===== src/rtl/handshake_fifo.sv =====
// rtl/handshake_fifo.sv - FIFO bridging a four-phase or two-phase req/ack handshake on both sides
module handshake_fifo #(
  parameter int WIDTH = 3,
  parameter int DEPTH = 4,
  parameter int MODE  = 0
) (
  input  logic                       clk,
  input  logic                       rst_n,
  input  logic                       flush,
  input  logic                       in_req,
  output logic                       in_ack,
  input  logic [WIDTH-1:0]           in_data,
  output logic                       out_req,
  input  logic                       out_ack,
  output logic [WIDTH-1:0]           out_data,
  output logic [$clog2(DEPTH+1)-1:0] count
);

  localparam int PW = $clog2(DEPTH);
  localparam int CW = $clog2(DEPTH+1);
  localparam logic [CW-1:0] FULL_COUNT = CW'(DEPTH);
  localparam logic [PW-1:0] LAST_SLOT  = PW'(DEPTH - 1);
  localparam bit FOUR_PHASE = (MODE == 0);

  generate
    if (MODE != 0 && MODE != 1) begin : g_bad_mode
      $error("handshake_fifo: MODE must be 0 or 1");
    end
  endgenerate

  logic [WIDTH-1:0] mem [DEPTH];
  logic [PW-1:0]    wr_ptr;
  logic [PW-1:0]    rd_ptr;
  logic             accept;
  logic             launch;
  logic             ack_return;
  logic             req_return;
  logic             has_space;
  logic             has_data;

  function automatic logic [PW-1:0] bump(input logic [PW-1:0] p);
    return (p == LAST_SLOT) ? '0 : p + PW'(1);
  endfunction

  // Decode accept/launch from registered state only; a launch is suppressed while flushing.
  always_comb begin
    has_space  = (count < FULL_COUNT);
    has_data   = (count != '0);
    accept     = 1'b0;
    launch     = 1'b0;
    ack_return = 1'b0;
    req_return = 1'b0;
    if (FOUR_PHASE) begin
      accept     = in_req & ~in_ack & has_space;
      launch     = ~out_req & ~out_ack & has_data & ~flush;
      ack_return = ~in_req & in_ack;
      req_return = out_req & out_ack;
    end else begin
      accept = (in_req ^ in_ack) & has_space;
      launch = ~(out_req ^ out_ack) & has_data & ~flush;
    end
  end

  // Storage write; a word accepted during flush is dropped.
  always_ff @(posedge clk) begin
    if (rst_n && accept && !flush) begin
      mem[wr_ptr] <= in_data;
    end
  end

  // Handshake outputs, pointers and occupancy.
  always_ff @(posedge clk) begin
    if (!rst_n) begin
      in_ack   <= 1'b0;
      out_req  <= 1'b0;
      out_data <= '0;
      count    <= '0;
      wr_ptr   <= '0;
      rd_ptr   <= '0;
    end else begin
      if (accept) begin
        in_ack <= in_req;
      end else if (ack_return) begin
        in_ack <= 1'b0;
      end

      if (launch) begin
        out_data <= mem[rd_ptr];
        out_req  <= ~out_req;
      end else if (req_return) begin
        out_req <= 1'b0;
      end

      if (flush) begin
        wr_ptr <= '0;
        rd_ptr <= '0;
        count  <= '0;
      end else begin
        if (accept) wr_ptr <= bump(wr_ptr);
        if (launch) rd_ptr <= bump(rd_ptr);
        case ({accept, launch})
          2'b10:   count <= count + CW'(1);
          2'b01:   count <= count - CW'(1);
          default: count <= count;
        endcase
      end
    end
  end

endmodule


===== config.mk =====
export PLATFORM = sky130hd
export DESIGN_NAME = handshake_fifo
export DESIGN_NICKNAME = d
export VERILOG_FILES = /design/src/rtl/handshake_fifo.sv
export SDC_FILE = /design/constraint.sdc
export NUM_CORES = 1
export LEC_CHECK = 0
export CAP_MARGIN = 20
export CORE_MARGIN = 1
export CORE_UTILIZATION = 42
export DETAILED_ROUTE_END_ITERATION = 10
export GPL_TIMING_DRIVEN = 0
export HOLD_SLACK_MARGIN = 0.06
export PLACE_DENSITY = 0.62
export SLEW_MARGIN = 5
export SYNTH_ARGS = -nofsm -noshare
export SYNTH_HDL_FRONTEND = slang
export SYNTH_SLANG_ARGS = --single-unit

===== constraint.sdc =====
create_clock -name clk -period 2.56 [get_ports clk]
set_input_delay 0.384 -clock clk [delete_from_list [all_inputs] [get_ports clk]]
set_output_delay 0.384 -clock clk [all_outputs]
set_load 0.01 [all_outputs]

==> results of run 1 <==
-- metal layers --
layer  vias up  global-route usage  routed length [um]
li1        355                   -                   -
met1       344               0.191                 833
met2        14               0.274                 893
met3         4              0.0439                  69
met4         0              0.0541                  20
met5         -                   0                   0
-- cells in the final DEF (no fill, tap or decap), types with 4 or more instances in the layout --
master / count
a21oi_1: 7
and2_1: 4
clkdlybuf4s50_1: 14
dfxtp_1: 12
edfxtp_1: 12
ha_1: 5
inv_1: 6
nand2_1: 6
nor2_1: 5
o21ai_0: 6
-- per-stage QoR --
stage / worst slack [ns] / total power [uW] / util / instances
detailed placement: -0.440 / 477 / 0.535 / 132
CTS: 0.0565 / 676 / 0.554 / 136
floorplan: 0.245 / 451 / - / 90
global route: 0.0217 / 698 / 0.557 / 136
global placement: -0.421 / 475 / 0.535 / 132
finish: 0.0995 / 672 / 0.557 / 136
-- area by class of cell --
cell class	instances	area [um^2]	share of cell area
Buffer	3	12.5	0.00978
Clock buffer	4	36.3	0.0283
Inverter	6	22.5	0.0176
Multi-Input combinational cell	57	433	0.338
Sequential cell	24	601	0.469
Tap cell	28	35.0	0.0274
Timing Repair Buffer	14	140	0.109
-- registers in the layout, indices dropped and copies added (netlist names) --
| register | cells |
|---|---|
| mem | 12 |
| count | 3 |
| out_data | 3 |
| rd_ptr | 2 |
| wr_ptr | 2 |
| in_ack | 1 |
| out_req | 1 |
-- worst register-to-register path, stage by stage, from the launching register on --
cell	delay (ns)
dfxtp_1	0.36
or3_4	0.42
nor2_4	0.16
ha_2	0.21
inv_1	0.05
fa_1	0.37
xor2_1	0.16
or3_2	0.41
a21oi_1	0.14
-- worst min-delay path by stage --
stage	start	end	slack, ns	cells after the start
6_report	rst_n	in_ack	0.45	3
5_1_grt	rst_n	out_req	0.47	2
4_1_cts	rst_n	in_ack	0.44	3
3_5_place_dp	out_data[1]	out_data[1]	0.46	2
3_3_place_gp	out_data[1]	out_data[1]	0.44	2
2_1_floorplan	wr_ptr[1]	wr_ptr[1]	0.47	2
-- cells by family (layout without fill, tap and decap cells) --
group | count (synthesis) | count (layout) | share of synthesized area
AO/OA/AOI/OAI | 14 | 14 | 0.0689
buffers and inverters | 9 | 27 | 0.0333
multiplexers | 3 | 3 | 0.0641
flip-flops | 24 | 24 | 0.570
adder cells (fa/ha/maj) | 7 | 7 | 0.0903
AND/OR/NAND/NOR | 31 | 31 | 0.157
XOR/XNOR | 2 | 2 | 0.0166
-- what timing repair did --
| action | in CTS | in global routing |
|---|---|---|
| endpoints found under the hold margin | 0 | 0 |
| endpoints found under the setup margin | 1 | 1 |
| hold buffers | 0 | 0 |
| resized for setup | 2 | 2 |
-- power by group --
part	switching, uW	leakage (uW)	internal (uW)
clock	114	0.0000210	87.0
sequential	5.05	0.000206	409
combinational	28.8	0.000207	28.3
total	148	0.000433	524
==> impl_metrics.toml, run 1 <==
[outcome]
status = "finished, final reports clean"

[critical_path]
rr_startpoint = "out_req"
cp_num_cells = 9
arrival_ns = 2.72
worstSetupStartpointType = "primary input"
required_ns = 2.82
crit_family = "simple AND/OR/NAND/NOR gates"
timing.rr.end = "count[2]"
cp_slowest_cell = "clkdlybuf4s50_1"
cp-end-kind = "flop"
crit_path_max_fanout = 5
ff2ff_path_depth = 8
endpoint = "count[2]"
r2r_slack_ns = 0.24
cp-startpoint = "flush"
worstPathCellList = "clkdlybuf4s50_1 > or3_4 > nor2_4 > ha_2 > inv_1 > fa_1 > xor2_1 > or3_2 > a21oi_1"
cp.buffers_inverters = 2
crit_type = "primary input to flop"
max_stage_delay_ns = 0.44

[sta]
worst_slew_pin_slew_ns = 0.566
fin_worst_skew_ns = 0.00284
setup_tns_ns = 0
min_period_ns = 2.46
rsz0062_at_grt = "false"
fmax_mhz = 406
setup_violations = 0
hold_viol = 0
hold_ws_ns = 0.447
timing.final.crit_share = 0.961
drv_slew = 0
slew_headroom = 0.620

[floorplanning]
coreArea_mm2 = 0.00230
fp.dieW_um = 52.1
fp.dieH_um = 52.1
die-area_mm2 = 0.00271
start_util = 0.459
rows = 17
num_io_pins = 16

[clocking]
htreeDepth = 1
insertion_delay_ns = 0.32
cts_made_buffers = 3
post-cts-setup-buffers = 0
clock_sinks = 24
cts-root-buf = "clkbuf_4"
cts_buffer_depth = 2
cts_tree = "done"
clkTransAtPathRegs_ns = 0.13

[synth]
yosys_warnings = 0
yosys.area.top_type = "edfxtp_1"
syn-cell-area_mm2 = 0.00105
synth_cells = 90
ys_top_cells_by_count = "dfxtp_1, edfxtp_1, a21oi_1"
yosys.area.top_type_share = 0.342
syn_area_per_cell_um2 = 11.7
async_reset_ff_frac = 0
yosysSeqAreaShare = 0.570
synth_cell_types = 24
synth_edf_count = 12
synth_ff_type = "edfxtp_1"
syn_nets = 105
synthTopCellsByArea = "edfxtp_1, dfxtp_1, ha_1"
synth-seq-cells = 24

[layout]
fillers = 215
n_antenna_cell = 0
fin_area_mm2 = 0.00128
syn_to_final_growth_pct = 21.5
drive_gt1_frac = 0.120
num-nets-final = 124

[global_routing]
overflow = 0
grt_pass1_vias = 653
grt_pass1_wl_um = 3000
track_usage = 0.160
grt_max_degree = 14
antenna_found_initial = 0

[detailed_routing]
firstDrtPassIters = 4
viasPerCell = 5.27
routed_wl_um = 1820
drcViolationCount = 0
dr.first_iter.drc_count = 8
num_vias = 717
routedWlPerCell_um = 13.4
ant_nets = 0

[pwr]
power.density_mw_per_mm2 = 525
ir_worst_vdd_mv = 0.339
p_leak_uw = 0.000433

[placed_design]
routabilityCongestion = 0.765
dpl.hpwl_um = 1380
io_buffers = 14
placed_area_mm2 = 0.00123

[worst_hold_path]
hp-class = "primary input to flop"

[run]
cap_violations = 0
Note: power is estimated with default switching activity, not from simulation.
==> run 2: changes to the inputs <==
Settings changed: CORE_UTILIZATION 42 to 51, PLACE_DENSITY 0.62 to 0.73.
==> run 2 against run 1 <==
Effect of this change:
- clock power grew 38%
- die area shrank 17%
- sequential power is essentially flat
- first-iteration DRC count shrank 75%
- design area grew 0.98%
- sequential share of layout area shrank 0.45 points
- largest cell class unchanged
- largest power group unchanged
==> impl_metrics.toml, run 2 (same netlist as run 1, synthesis figures left out) <==
[critical_path]
worstSetupStartpointType = "primary input"
cp-startpoint = "flush"
rr_startpoint = "out_req"
arrival_ns = 2.72
crit_path_max_fanout = 5
crit_type = "primary input to flop"
cp-end-kind = "flop"
required_ns = 2.82

[global_routing]
grt_pass1_wl_um = 2810
grt_max_degree = 15
antenna_found_initial = 0
track_usage = 0.193
overflow = 0
grt_pass1_vias = 643

[floorplanning]
fp.dieH_um = 47.5
start_util = 0.543
die-area_mm2 = 0.00225
rows = 16
num_io_pins = 16
coreArea_mm2 = 0.00194
fp.dieW_um = 47.5

[detailed_routing]
num_vias = 697
firstDrtPassIters = 2
routedWlPerCell_um = 13.9
routed_wl_um = 1880
drcViolationCount = 0
dr.first_iter.drc_count = 2
viasPerCell = 5.16
ant_nets = 0

[placed_design]
place_ws_ns = -0.417
dpl.hpwl_um = 1410
io_buffers = 14
routabilityCongestion = 0.685
placed_area_mm2 = 0.00123

[layout]
layout_commonest_cell = "clkdlybuf4s50_1"
fillers = 179
fin_area_mm2 = 0.00129
largest_reg_flops = 12
top_register = "mem"
drive_gt1_frac = 0.111
regArea_um2 = 601
multi_input_area_um2 = 430
final_cell_mix = "clkdlybuf4s50_1, dfxtp_1, edfxtp_1"
num-nets-final = 124
n_antenna_cell = 0
syn_to_final_growth_pct = 22.7
top_regs = "mem (12), count (3), out_data (3)"

[clocking]
hold_buffers = 0
cts-root-buf = "clkbuf_4"
cts_made_buffers = 3
insertion_delay_ns = 0.32
cts_buffer_depth = 2
clock_sinks = 24
clkTransAtPathRegs_ns = 0.13
cts_tree = "done"
htreeDepth = 1

[sta]
drv_slew = 0
layout_setup_ws_ns = 0.100
hold_viol = 0
fin_worst_skew_ns = 0.00330
worst_slew_pin_slew_ns = 0.582
min_period_ns = 2.46
fmax_mhz = 407
setup_violations = 0
timing.final.crit_share = 0.961
slew_headroom = 0.609
hold_ws_ns = 0.440

[pwr]
p_leak_uw = 0.000442
power.density_mw_per_mm2 = 579
clockPowerShare = 0.372
switchingPower_uw = 153
p_comb_frac = 0.075
switching_share = 0.205
internal-power_uw = 595
pwr-share-seq = 0.553
ir_worst_vdd_mv = 0.436

[run]
cap_violations = 0

[outcome]
status = "finished, final reports clean"

[worst_hold_path]
hp-start = "rst_n"
hp-class = "primary input to flop"
## run 2: cell types whose count changed in the layout (fill, tap and decap cells not counted)
cell / delta
bufinv_16: +1
clkbuf_8: -1
ha_1: +1
ha_2: -1
## run 2: final timing paths
check | to | slack [ns] | cells past startpoint
setup / recovery | count[2] | 0.10 | 9
setup reg to reg | count[2] | 0.24 | 8
hold reg to reg | out_data[0] | 0.47 | 2
hold / removal | in_ack | 0.44 | 3
## run 2: through the flow
step	setup TNS (ns)	cells	total power, uW	utilization
finish	0	135	749	0.666
global route	-0.00472	135	772	0.666
floorplan	0	90	451	-
CTS	0	135	748	0.660
detailed placement	-0.493	131	477	0.632
global placement	-0.427	131	474	0.632
## run 2: critical path: stages
cell and delay (ns):
clkdlybuf4s50_1 0.44, or3_4 0.41, nor2_4 0.15, ha_1 0.20, inv_1 0.06, fa_1 0.37
xor2_1 0.17, or3_2 0.41, a21oi_1 0.14
## run 2: final cells by class
cell class	instances	area share
inverters	6	0.0174
repair buffers	14	0.108
clock inverters	1	0.0232
multi-input cells	57	0.333
clock buffers	3	0.0174
plain buffers	3	0.00968
well taps	27	0.0261
flip-flops and latches	24	0.465
## run 2: timing repair
action,in CTS,in global routing
setup endpoints to repair,1,1
setup buffers,0,0
gates resized for setup,1,2
## run 2: per-layer routing
layer	global-route usage	vias to the layer above	routed length [um]
met5	0	-	0
met4	0.120	0	34
met3	0.0491	5	63
met2	0.299	14	917
met1	0.243	320	864
li1	-	358	-
## run 2: power groups by stage
stage / clock network, uW / logic, uW / registers, uW
after detailed placement: 0 / 54.2 / 423
after global placement: 0 / 52.3 / 422
after floorplan: 0 / 27.6 / 423
after global routing: 295 / 62.6 / 415
final: 278 / 56.4 / 414
after CTS: 279 / 55.0 / 414
